--- config.mk ---
export PLATFORM = sky130hd
export DESIGN_NAME = regfile_wb_arbiter_flat
export DESIGN_NICKNAME = d
export VERILOG_FILES = /design/src/rtl/regfile_wb_arbiter_pkg.sv /design/src/rtl/regfile_wb_arbiter_if.sv /design/src/rtl/regfile_wb_arbiter_rr.sv /design/src/rtl/regfile_wb_arbiter.sv /design/src/flat_wrapper.sv
export SDC_FILE = /design/constraint.sdc
export NUM_CORES = 1
export LEC_CHECK = 0
export BUFFER_PORTS_ARGS = -buffer_cell sky130_fd_sc_hd__buf_2
export CAP_MARGIN = 10
export CORE_ASPECT_RATIO = 0.9
export CORE_MARGIN = 5
export CORE_UTILIZATION = 44
export DETAILED_ROUTE_END_ITERATION = 12
export PLACE_DENSITY = 0.84
export SYNTH_ARGS = -nofsm -noshare
export SYNTH_HDL_FRONTEND = slang
export SYNTH_SLANG_ARGS = --single-unit
export TNS_END_PERCENT = 100
--- constraint.sdc ---
create_clock -name clk -period 3.2 [get_ports clk]
set_input_delay 0.16 -clock clk [delete_from_list [all_inputs] [get_ports clk]]
set_output_delay 0.16 -clock clk [all_outputs]
set_load 0.01 [all_outputs]
--- src/rtl/regfile_wb_arbiter_pkg.sv ---
// ---------------------------------------------------------------------------
// regfile_ctrl_pkg
// Shared types and constants for the RegFile writeback arbiter slice.
//   REG_ADDR_W / REG_DATA_W : default register address and data widths
//   NUM_REGS                : number of architectural registers
//   wb_state_t              : controller state (post-reset clear, normal run)
//   wb_req_t                : one writeback request (destination + value)
// ---------------------------------------------------------------------------
package regfile_ctrl_pkg;

    localparam int REG_ADDR_W = 5;
    localparam int REG_DATA_W = 32;
    localparam int NUM_REGS   = 2 ** REG_ADDR_W;

    typedef enum logic {
        INIT_CLR = 1'b0,
        RUN      = 1'b1
    } wb_state_t;

    typedef struct packed {
        logic [REG_ADDR_W-1:0] addr;
        logic [REG_DATA_W-1:0] data;
    } wb_req_t;

endpackage

--- src/rtl/regfile_wb_arbiter_if.sv ---
// ---------------------------------------------------------------------------
// regfile_wb_arbiter_if
// Bundles the requester handshakes and the RegFile write port.
//   req_valid / req_addr / req_data : requester side, packed per requester
//   req_ready                       : one-hot grant back to the requesters
//   we0 / wr_addr0 / wr_din0        : registered RegFile write port
//   init_done                       : arbiter is accepting traffic
// Modports: master = requesters + RegFile side, slave = the arbiter.
// ---------------------------------------------------------------------------
interface regfile_wb_arbiter_if #(
    parameter int NUM_REQ = 2,
    parameter int ADDR_W  = 5,
    parameter int DATA_W  = 32
);

    logic [NUM_REQ-1:0]        req_valid;
    logic [NUM_REQ*ADDR_W-1:0] req_addr;
    logic [NUM_REQ*DATA_W-1:0] req_data;
    logic [NUM_REQ-1:0]        req_ready;
    logic                      we0;
    logic [ADDR_W-1:0]         wr_addr0;
    logic [DATA_W-1:0]         wr_din0;
    logic                      init_done;

    modport master (
        output req_valid, req_addr, req_data,
        input  req_ready, we0, wr_addr0, wr_din0, init_done
    );

    modport slave (
        input  req_valid, req_addr, req_data,
        output req_ready, we0, wr_addr0, wr_din0, init_done
    );

endinterface

--- src/rtl/regfile_wb_arbiter_rr.sv ---
// ---------------------------------------------------------------------------
// wb_rr_arbiter
// Combinational one-hot grant among valid requesters plus the round-robin
// pointer register.
//   clk      : core clock
//   rst      : synchronous active-low reset (pointer returns to 0)
//   enable_i : arbiter may grant this cycle
//   valid_i  : per-requester pending write
//   grant_o  : one-hot grant, only ever set for a valid requester
// ARB_RR=1 searches from the pointer; ARB_RR=0 is fixed lowest-index priority
// and leaves the pointer parked at zero.
// ---------------------------------------------------------------------------
module wb_rr_arbiter
    import regfile_ctrl_pkg::*;
#(
    parameter int NUM_REQ = 2,
    parameter int ARB_RR  = 1
) (
    input  logic               clk,
    input  logic               rst,
    input  logic               enable_i,
    input  logic [NUM_REQ-1:0] valid_i,
    output logic [NUM_REQ-1:0] grant_o
);

    localparam int PTR_W = (NUM_REQ > 1) ? $clog2(NUM_REQ) : 1;

    logic [PTR_W-1:0] rrPtr_q;
    logic [PTR_W-1:0] rrPtr_d;
    logic [PTR_W-1:0] candidate;
    logic [PTR_W-1:0] gntIdx;
    logic             anyGrant;
    int               rotSum;

    // Walk the requesters once, starting at the pointer (or at 0 for fixed
    // priority), and grant the first valid one found.
    always_comb begin
        grant_o   = '0;
        gntIdx    = '0;
        anyGrant  = 1'b0;
        candidate = '0;
        rotSum    = 0;
        for (int k = 0; k < NUM_REQ; k++) begin
            if (ARB_RR != 0) begin
                rotSum = int'(rrPtr_q) + k;
                if (rotSum >= NUM_REQ) begin
                    rotSum = rotSum - NUM_REQ;
                end
                candidate = PTR_W'(rotSum);
            end else begin
                candidate = PTR_W'(k);
            end
            if (enable_i && !anyGrant && valid_i[candidate]) begin
                grant_o[candidate] = 1'b1;
                gntIdx             = candidate;
                anyGrant           = 1'b1;
            end
        end
    end

    // The requester after the winner gets first look next time.
    always_comb begin
        if (gntIdx == PTR_W'(NUM_REQ - 1)) begin
            rrPtr_d = '0;
        end else begin
            rrPtr_d = gntIdx + 1'b1;
        end
    end

    always_ff @(posedge clk) begin
        if (!rst) begin
            rrPtr_q <= '0;
        end else if ((ARB_RR != 0) && anyGrant) begin
            rrPtr_q <= rrPtr_d;
        end
    end

endmodule

--- src/rtl/regfile_wb_arbiter.sv ---
// ---------------------------------------------------------------------------
// regfile_wb_arbiter
// Shares the single RegFile write port between NUM_REQ writeback requesters.
// The winning request is registered and presented on we0/wr_addr0/wr_din0 in
// the following cycle; writes to register 0 are consumed but not enabled.
//   clk : core clock, rising edge
//   rst : synchronous active-low reset
//   bus : regfile_wb_arbiter_if.slave (requester handshakes, write port,
//         init_done)
// Build option: define REGFILE_INIT_CLR_EN to zero every register after
// reset before any request is granted. Without it the block runs from the
// first cycle out of reset.
// ---------------------------------------------------------------------------
module regfile_wb_arbiter
    import regfile_ctrl_pkg::*;
#(
    parameter int NUM_REQ = 2,
    parameter int ADDR_W  = 5,
    parameter int DATA_W  = 32,
    parameter int ARB_RR  = 1
) (
    input  logic                 clk,
    input  logic                 rst,
    regfile_wb_arbiter_if.slave  bus
);

`ifdef REGFILE_INIT_CLR_EN
    localparam wb_state_t RESET_STATE = INIT_CLR;
`else
    localparam wb_state_t RESET_STATE = RUN;
`endif

    wb_state_t          state_q;
    wb_state_t          state_d;
    logic               we0_q;
    logic               we0_d;
    logic [ADDR_W-1:0]  wrAddr0_q;
    logic [ADDR_W-1:0]  wrAddr0_d;
    logic [DATA_W-1:0]  wrDin0_q;
    logic [DATA_W-1:0]  wrDin0_d;
`ifdef REGFILE_INIT_CLR_EN
    logic [ADDR_W-1:0]  clrCnt_q;
    logic [ADDR_W-1:0]  clrCnt_d;
`endif

    logic               runActive;
    logic [NUM_REQ-1:0] grant;
    logic [ADDR_W-1:0]  selAddr;
    logic [DATA_W-1:0]  selData;

    // Grants are only offered in RUN and never while reset is held.
    assign runActive = rst && (state_q == RUN);

    wb_rr_arbiter #(
        .NUM_REQ (NUM_REQ),
        .ARB_RR  (ARB_RR)
    ) u_arb (
        .clk      (clk),
        .rst      (rst),
        .enable_i (runActive),
        .valid_i  (bus.req_valid),
        .grant_o  (grant)
    );

    // Pick the granted requester's slice out of the packed request buses.
    always_comb begin
        selAddr = '0;
        selData = '0;
        for (int i = 0; i < NUM_REQ; i++) begin
            if (grant[i]) begin
                selAddr = bus.req_addr[i*ADDR_W +: ADDR_W];
                selData = bus.req_data[i*DATA_W +: DATA_W];
            end
        end
    end

    // Next-state for the controller and the write-port register. A grant
    // always means a transfer because grants only go to valid requesters.
    always_comb begin
        state_d   = state_q;
        we0_d     = 1'b0;
        wrAddr0_d = wrAddr0_q;
        wrDin0_d  = wrDin0_q;
`ifdef REGFILE_INIT_CLR_EN
        clrCnt_d  = clrCnt_q;
`endif
        case (state_q)
`ifdef REGFILE_INIT_CLR_EN
            INIT_CLR: begin
                we0_d     = 1'b1;
                wrAddr0_d = clrCnt_q;
                wrDin0_d  = '0;
                clrCnt_d  = clrCnt_q + 1'b1;
                if (&clrCnt_q) begin
                    state_d = RUN;
                end
            end
`endif
            RUN: begin
                if (|grant) begin
                    we0_d     = (selAddr != '0);
                    wrAddr0_d = selAddr;
                    wrDin0_d  = selData;
                end
            end
            default: begin
                state_d = RUN;
            end
        endcase
    end

    always_ff @(posedge clk) begin
        if (!rst) begin
            state_q   <= RESET_STATE;
            we0_q     <= 1'b0;
            wrAddr0_q <= '0;
            wrDin0_q  <= '0;
`ifdef REGFILE_INIT_CLR_EN
            clrCnt_q  <= '0;
`endif
        end else begin
            state_q   <= state_d;
            we0_q     <= we0_d;
            wrAddr0_q <= wrAddr0_d;
            wrDin0_q  <= wrDin0_d;
`ifdef REGFILE_INIT_CLR_EN
            clrCnt_q  <= clrCnt_d;
`endif
        end
    end

    // Masking the enable with rst drops a write that was accepted just
    // before reset, so RegFile never sees it.
    assign bus.req_ready = grant;
    assign bus.we0       = we0_q & rst;
    assign bus.wr_addr0  = wrAddr0_q;
    assign bus.wr_din0   = wrDin0_q;
    assign bus.init_done = runActive;

endmodule
--- src/flat_wrapper.sv ---
// flat-port wrapper written by rule: the top's interface ports become plain ports
module regfile_wb_arbiter_flat import regfile_ctrl_pkg::*;
#(
    parameter int NUM_REQ = 2,
    parameter int ADDR_W  = 5,
    parameter int DATA_W  = 32,
    parameter int ARB_RR  = 1
)
  (clk, rst, bus_req_valid, bus_req_addr, bus_req_data, bus_req_ready, bus_we0, bus_wr_addr0, bus_wr_din0, bus_init_done);
  regfile_wb_arbiter_if #(.NUM_REQ(NUM_REQ), .ADDR_W(ADDR_W), .DATA_W(DATA_W)) bus_i ();
  input  logic clk;
  input  logic rst;
  input wire logic [$bits(bus_i.req_valid)-1:0] bus_req_valid;
  input wire logic [$bits(bus_i.req_addr)-1:0] bus_req_addr;
  input wire logic [$bits(bus_i.req_data)-1:0] bus_req_data;
  output wire logic [$bits(bus_i.req_ready)-1:0] bus_req_ready;
  output wire logic [$bits(bus_i.we0)-1:0] bus_we0;
  output wire logic [$bits(bus_i.wr_addr0)-1:0] bus_wr_addr0;
  output wire logic [$bits(bus_i.wr_din0)-1:0] bus_wr_din0;
  output wire logic [$bits(bus_i.init_done)-1:0] bus_init_done;
  assign bus_i.req_valid = bus_req_valid;
  assign bus_i.req_addr = bus_req_addr;
  assign bus_i.req_data = bus_req_data;
  assign bus_req_ready = bus_i.req_ready;
  assign bus_we0 = bus_i.we0;
  assign bus_wr_addr0 = bus_i.wr_addr0;
  assign bus_wr_din0 = bus_i.wr_din0;
  assign bus_init_done = bus_i.init_done;
  regfile_wb_arbiter #(.NUM_REQ(NUM_REQ), .ADDR_W(ADDR_W), .DATA_W(DATA_W), .ARB_RR(ARB_RR)) u_core (.clk(clk), .rst(rst), .bus(bus_i));
endmodule
---- After elaboration in Yosys (flattened, before gate mapping) ----
Index checks and enable logic that the tools add are counted.
cells by class
  multiply operators ...................... 0
  equal/unequal tests ..................... 0
  add/subtract/negate cells ............... 4
  shifts and indexed selects .............. 0
  divide/modulo/power cells ............... 0
  mux-type cells .......................... 21
  order comparisons ....................... 6
  reductions and logical operators ........ 9
  bitwise logic cells ..................... 2
operator list
  kind                                                                   number
  32-bit 2-to-1 mux                                                      2
  1-bit 2-to-1 mux                                                       13
  5-bit 2-to-1 mux                                                       2
  1-bit logical AND                                                      5
  5-bit nonzero test                                                     1
  1-bit by 2-bit < comparator with 1-bit output, second input constant   2
  2-bit 2-to-1 mux                                                       2
  1-bit by 1-bit adder with 2-bit output, second input constant          1
  1-bit demux with 1-bit select                                          2
  1-bit >= comparator, second input constant                             2
  1-bit by 2-bit >= comparator with 1-bit output, second input constant  1
  2-bit >= comparator, second input constant                             1
  2-bit OR                                                               1
  2-bit AND reduction                                                    1
  2-bit OR reduction                                                     1
  1-bit subtractor, second input constant                                2
  1-bit adder, second input constant                                     1
  1-bit bitwise AND                                                      1
  1-bit zero test                                                        1
word-level totals
  output and inout port bits .............. 41
  memories ................................ 0
  input port bits ......................... 78
  word-level logic and storage cells ...... 46
  register bits ........................... 39
  latch bits .............................. 0
  bits in read-only memories .............. 0
  memory bits (writable) .................. 0

---- Depth between registers and ports, before layout ----
Gate-level depths: netlist (run 1).
  depth after elaboration ................. 13
  depth in mapped cells ................... 7
  mapped depth without buffers ............ 4

---- Cells and area by module ----
From an unflattened synthesis (run 1), not the netlist that was laid out.
unflattened totals
  cell total of the unflattened synthesis .. 217
  area total of the unflattened synthesis .. 1895.6 um^2
modules (own cells, without submodules)
  module              instances  cells an instance  sequential area each (um^2)  area an instance (um^2)
  regfile_wb_arbiter  1          208                760.7                        1836.8
  wb_rr_arbiter       1          9                  20.0                         58.8

---- Worst setup path after synthesis (run 1) ----
Ideal clock, no wire load.
  kind .................................... reg-to-reg
  start point ............................. register (tool-made name)
  end point ............................... register u_core.wrDin0_q[13] (netlist: u_core.bus.wr_din0[13])
  slack ................................... 1.902 ns
  arrival time ............................ 1.170 ns
  path buffers ............................ 2
  cell stages (with the launch flop) ...... 7
  clock period less this slack ............ 1.298 ns
  path through ............................ dfxtp_1 > nand2b_2 > and3_4 > buf_12 > buf_12 > mux2i_1 > o21ai_1
RTL lines
  element               line                       source
  to (signal assigned)  regfile_wb_arbiter.sv:125  wrDin0_q <= wrDin0_d;
  to (decl)             regfile_wb_arbiter.sv:39   logic [DATA_W-1:0] wrDin0_q;

==> impl_metrics.json, run 1 <==
{
  "finalSetupViolations": 0,
  "finalCritPeriodShare_pct": 57.6,
  "die_w_um": 76.2,
  "ys_types": 27,
  "hold_violations": 0,
  "worstMarginPinSlew_ns": 0.696,
  "p_leak_nw": 1.14,
  "r2r_slack_ns": 1.54,
  "whs_path_depth": 3,
  "worstSetupEndpointType": "output pin",
  "reg2regPathDepth": 4,
  "holdPathEnd": "u_core.we0_q",
  "clkTransAtPathRegs_ns": 0.07,
  "yosys_warnings": 0,
  "layout.nets": 374,
  "grt_pass1_vias": 1774,
  "status": "finished clean",
  "ctsHoldBuffers": 0,
  "antenna_left": 0,
  "drv_slew": 0,
  "maxCapViolCount": 0,
  "worst_slack_ns": 1.36,
  "routabilityCongestion": 0.704,
  "clockBufferDepth": 2,
  "pre_cts_ws_ns": 1.54,
  "vdd_drop_max_uv": 226,
  "grt_first_pass_wirelength_um": 7800,
  "drc": 0,
  "grt_antenna_before_repair": 0,
  "worstPathArrival_ns": 1.68,
  "area_growth_pct": 36.1,
  "start_util_pct": 46.2,
  "cts_buffers": 5,
  "syn_avg_cell_area_um2": 9.53,
  "r2r-end": "u_core.bus.wr_din0[16]",
  "drt_wl_total_um": 4530,
  "startpoint_type": "flip-flop",
  "drive_above_1_share_pct": 45.1,
  "num_io_pins": 119,
  "synthCells": 182,
  "cts_tree": "done",
  "grt_max_degree": 38,
  "min_path_type": "in2reg",
  "fin_crit_ns": 1.84,
  "hold_ws_ns": 0.128,
  "rows": 21,
  "drt_iter0_markers": 62,
  "clkLatencyLatePin_ns": 0.27,
  "max_freq_mhz": 542,
  "skew_ns": 0.00403,
  "synthesis.nets": 260,
  "core_area_um2": 3760,
  "cts_root_buffer": "clkbuf_8",
  "min_from": "bus_req_addr[5]",
  "power_density_nw_per_um2": 446,
  "routed_via_density": 4.90,
  "wire_per_inst_um": 13.2,
  "num_antenna_cells": 0,
  "critical_path_required_ns": 3.04,
  "crit_type": "reg2out",
  "cts_setup_buffers": 0,
  "overflow": 0,
  "die_y_um": 69.6,
  "die_area_um2": 5300,
  "first_pass_iters": 4,
  "cts_resized": 0,
  "synth-seq-cells": 39,
  "grt_usage_pct": 17.2,
  "max-slew-margin-rel_pct": 53.6,
  "clock-sinks": 39,
  "htree_levels": 2,
  "port_buffers": 118,
  "synth_area_um2": 1730,
  "fin_setup_tns_ns": 0,
  "rsz0062_at_grt": "no",
  "dp_hpwl_um": 3550,
  "crit_fanout": 37,
  "yosysSeqAreaShare_pct": 45.0,
  "vias": 1681
}
-- worst max-delay path by stage --
stage | endpoint | slack (ns) | cells after the start
floorplan | u_core.bus.wr_din0[13] | 1.90 | 6
global placement | u_core.bus.wr_din0[7] | 1.62 | 4
detailed placement | u_core.bus.wr_din0[16] | 1.54 | 4
CTS | bus_req_ready[1] | 1.34 | 3
global route | bus_req_ready[1] | 1.28 | 3
finish | bus_req_ready[1] | 1.36 | 3
-- Yosys cell counts (all sizes together) --
library cell | instances | area (um^2)
a21boi | 1 | 7.51
a21oi | 1 | 5.00
a311oi | 1 | 8.76
a32o | 1 | 11.3
and2 | 3 | 20.0
and3 | 2 | 18.8
buf | 10 | 113
clkbuf | 3 | 12.5
dfxtp | 39 | 781
inv | 1 | 3.75
mux2 | 1 | 11.3
mux2i | 35 | 350
nand2 | 36 | 135
nand2b | 2 | 15.0
nand3 | 1 | 5.00
nor2 | 2 | 7.51
nor2b | 1 | 6.26
o211a | 2 | 20.0
o21ai | 39 | 195
o31ai | 1 | 7.51
-- cell families after synthesis --
logic type	Yosys count	synth area share, %
AOI/OAI and AO/OA	46	14.7
muxes	36	20.9
buffers and inverters	14	7.43
and+or+nand+nor	47	12.0
DFF	39	45.0
-- flip-flops by register name (all words and copies together), names as in the netlist, named ones only --
| name | cells |
|---|---|
| u_core.bus.wr_din0 | 32 |
| u_core.we0_q | 1 |
| u_core.bus.wr_addr0 | 5 |
-- layout by cell type (no fill, tap or decap) --
master and instances:
clkbuf_8 5, nand2b_1 1, o21ai_0 2, inv_1 1
a32o_2 1, a311oi_1 1, clkinvlp_4 1, clkinv_2 1
and2_2 1, nor2b_1 1, and3_4 1, dfxtp_1 39
buf_2 118, o21ai_1 36, nor2_1 2, a21boi_0 1
nand3_1 1, o31ai_1 1, buf_4 2, o211a_1 2
o21ai_2 1, a21oi_1 1, nand2_1 36, and2_1 2
mux2i_1 35, mux2_2 1, and3_2 1, nand2b_2 1
clkbuf_1 1
-- worst max-delay path, stage by stage (launching register included) --
cell      delay (ns)
dfxtp_1         0.34
nand2b_2        0.17
and3_4          0.62
buf_2           0.25
-- metal layers --
metal	track usage, %	vias to the layer above	wire, um
met1	19.7	750	1870
met2	29.8	70	2170
met5	0	-	0
li1	-	857	-
met3	6.49	4	455
met4	4.85	0	36
-- through the flow --
stage | total power [mW] | util (%) | instance area, um^2 | instances
final | 1.05 | 62.8 | 2360 | 343
after global routing | 1.11 | 62.8 | 2360 | 343
after CTS | 1.07 | 62.8 | 2360 | 343
after detailed placement | 0.756 | 60.6 | 2280 | 335
after global placement | 0.750 | 60.6 | 2280 | 335
after floorplan | 0.664 | - | 1730 | 182
-- final cells by class --
| class | instances | area [um^2] |
|---|---|---|
| clock buffers | 6 | 72.6 |
| clock inverters | 2 | 12.5 |
| fillers | 348 | 1400 |
| inverters | 1 | 3.75 |
| multi-input cells | 129 | 828 |
| flip-flops and latches | 39 | 781 |
| well taps | 46 | 57.6 |
| repair buffers | 120 | 606 |
-- report_power, final --
group          internal (mW)  switching [mW]  leakage, nW  total, mW
clock                  0.152           0.159       0.0412      0.311
sequential             0.523          0.0167        0.324      0.540
combinational          0.101           0.101        0.772      0.202
total                  0.776           0.277         1.14       1.05
No activity file was read; power rests on OpenSTA's default activity.
==> inputs of run 2 (changes only) <==
--- a/config.mk
+++ b/config.mk
@@ -9,9 +9,9 @@
 export CAP_MARGIN = 10
 export CORE_ASPECT_RATIO = 0.9
 export CORE_MARGIN = 5
-export CORE_UTILIZATION = 44
+export CORE_UTILIZATION = 37
 export DETAILED_ROUTE_END_ITERATION = 12
-export PLACE_DENSITY = 0.84
+export PLACE_DENSITY = 0.76
 export SYNTH_ARGS = -nofsm -noshare
 export SYNTH_HDL_FRONTEND = slang
 export SYNTH_SLANG_ARGS = --single-unit
==> constraint.sdc (replaced) <==
create_clock -name clk -period 1.6 [get_ports clk]
set_input_delay 0.08 -clock clk [delete_from_list [all_inputs] [get_ports clk]]
set_output_delay 0.08 -clock clk [all_outputs]
set_load 0.01 [all_outputs]
==> run 2 against run 1 <==
Net effect: worst hold slack got worse by 0.095 ns; combinational power increased by 110%; flip-flop and latch count unchanged; clock skew increased by 0.00091 ns; setup slack got worse by 1.2 ns; clock-buffer cell count unchanged; design area increased by 3.3%; sequential power increased by 100%; global-route usage decreased by 2.8 points; die area increased by 16%; cell count increased by 5.5%.
==> impl_metrics.json, run 2 (synthesis gave the netlist of run 1 again) <==
{
  "hold_violations": 0,
  "fin_setup_tns_ns": 0,
  "grt_max_degree": 21,
  "crit_type": "reg2out",
  "grt_antenna_before_repair": 0,
  "die_y_um": 75.0,
  "status": "finished clean",
  "largest_register_ff_count": 32,
  "grt_first_pass_wirelength_um": 6920,
  "ctsHoldBuffers": 0,
  "wl_met2_um": 2200,
  "vdd_drop_max_uv": 435,
  "p_leak_nw": 1.17,
  "min_path_type": "in2reg",
  "num_io_pins": 119,
  "routed-wl-met3_um": 386,
  "die_w_um": 82.2,
  "rows": 23,
  "start_util_pct": 38.6,
  "routed_via_density": 4.61,
  "r2r_slack_ns": 0.22,
  "holdPathEnd": "u_core.we0_q",
  "htree_levels": 2,
  "wl_met1_um": 1890,
  "cts_root_buffer": "clkbuf_8",
  "clock-sinks": 39,
  "worstSetupEndpointType": "output pin",
  "grt_pass1_vias": 1601,
  "layout.nets": 378,
  "highest_layer": "met4",
  "port_buffers": 118,
  "area_growth_pct": 40.6,
  "vias": 1668,
  "finalSetupViolations": 0,
  "drc": 0,
  "die_area_um2": 6160,
  "placed_area_um2": 2350,
  "maxCapViolCount": 0,
  "fin_crit_ns": 1.47,
  "layout_commonest_cell": "buf_2",
  "cts_buffers": 5,
  "overflow": 0,
  "whs_path_depth": 3,
  "max_freq_mhz": 679,
  "finalCritPeriodShare_pct": 92.1,
  "reg2regPathDepth": 5,
  "rsz0062_at_grt": "no",
  "skew_ns": 0.00494,
  "core_area_um2": 4490,
  "r2r-end": "u_core.bus.wr_din0[11]",
  "cts_tree": "done",
  "worstPathArrival_ns": 1.39,
  "crit_fanout": 20,
  "critical_path_required_ns": 1.52,
  "power_density_nw_per_um2": 880,
  "cts_setup_buffers": 0,
  "antenna_left": 0,
  "worstMarginPinSlew_ns": 0.244,
  "clkTransAtPathRegs_ns": 0.07,
  "drive_above_1_share_pct": 46.0,
  "startpoint_type": "flip-flop",
  "final_area_um2": 2440,
  "first_pass_iters": 4,
  "clockBufferDepth": 2,
  "max-slew-margin-rel_pct": 83.6,
  "min_from": "bus_req_addr[5]",
  "drt_wl_total_um": 4510,
  "cts_resized": 0,
  "drv_slew": 0,
  "totalPowerFinal_mw": 2.15,
  "dp_hpwl_um": 3620,
  "grt_usage_pct": 14.5,
  "clkLatencyLatePin_ns": 0.28,
  "wire_per_inst_um": 12.5,
  "routabilityCongestion": 0.695,
  "layout_common_cells": "buf_2 (118), dfxtp_1 (39), nand2_1 (36), o21ai_1 (36), mux2i_1 (35)",
  "num_antenna_cells": 0,
  "drt_iter0_markers": 40
}
## run 2: cell types whose count changed in the layout (fill, tap and decap cells not counted), sizes merged
cell and delta:
buf +4, clkinvlp -1
## run 2: through the flow
stage	utilization, %	instances	hold WS (ns)	setup slack [ns]
2_1_floorplan	-	182	0.197	0.302
3_3_place_gp	52.4	355	0.313	0.294
3_5_place_dp	52.4	355	0.315	0.234
4_1_cts	54.3	362	0.0238	0.118
5_1_grt	54.3	362	0.0354	0.0605
6_report	54.3	362	0.0328	0.126
## run 2: worst max-delay path, stage by stage, from the launching register on
cell	delay (ns)
dfxtp_1	0.35
nand2b_2	0.18
and3_4	0.23
buf_12	0.19
buf_2	0.16
## run 2: report_power, final
group	leakage (nW)	total (mW)	switching, mW	internal, mW
clock network	0.0470	0.647	0.309	0.338
logic	0.799	0.417	0.203	0.214
registers	0.324	1.08	0.0350	1.05
total	1.17	2.15	0.547	1.60
## run 2: cell type report
cell class              count  area [um^2]
inverters                   1         3.75
clock buffers               6         82.6
well taps                  62         77.6
multi-input cells         129          828
fillers                   433         2050
repair buffers            124          661
flip-flops and latches     39          781
clock inverters             1         5.00
## run 2: per-layer routing
| layer | global-route usage (%) | up-vias |
|---|---|---|
| met2 | 26.2 | 64 |
| li1 | - | 864 |
| met3 | 3.95 | 5 |
| met1 | 16.7 | 735 |
| met4 | 4.43 | 0 |
| met5 | 0 | - |
## run 2: worst max-delay path by stage
stage | start | endpoint | slack, ns | depth (start not counted)
floorplan | flip-flop | u_core.bus.wr_din0[13] | 0.30 | 6
global placement | flip-flop | u_core.bus.wr_din0[25] | 0.29 | 5
detailed placement | flip-flop | u_core.bus.wr_din0[11] | 0.23 | 5
CTS | flip-flop | bus_req_ready[1] | 0.12 | 4
global route | flip-flop | bus_req_ready[1] | 0.06 | 4
finish | flip-flop | bus_req_ready[1] | 0.13 | 4
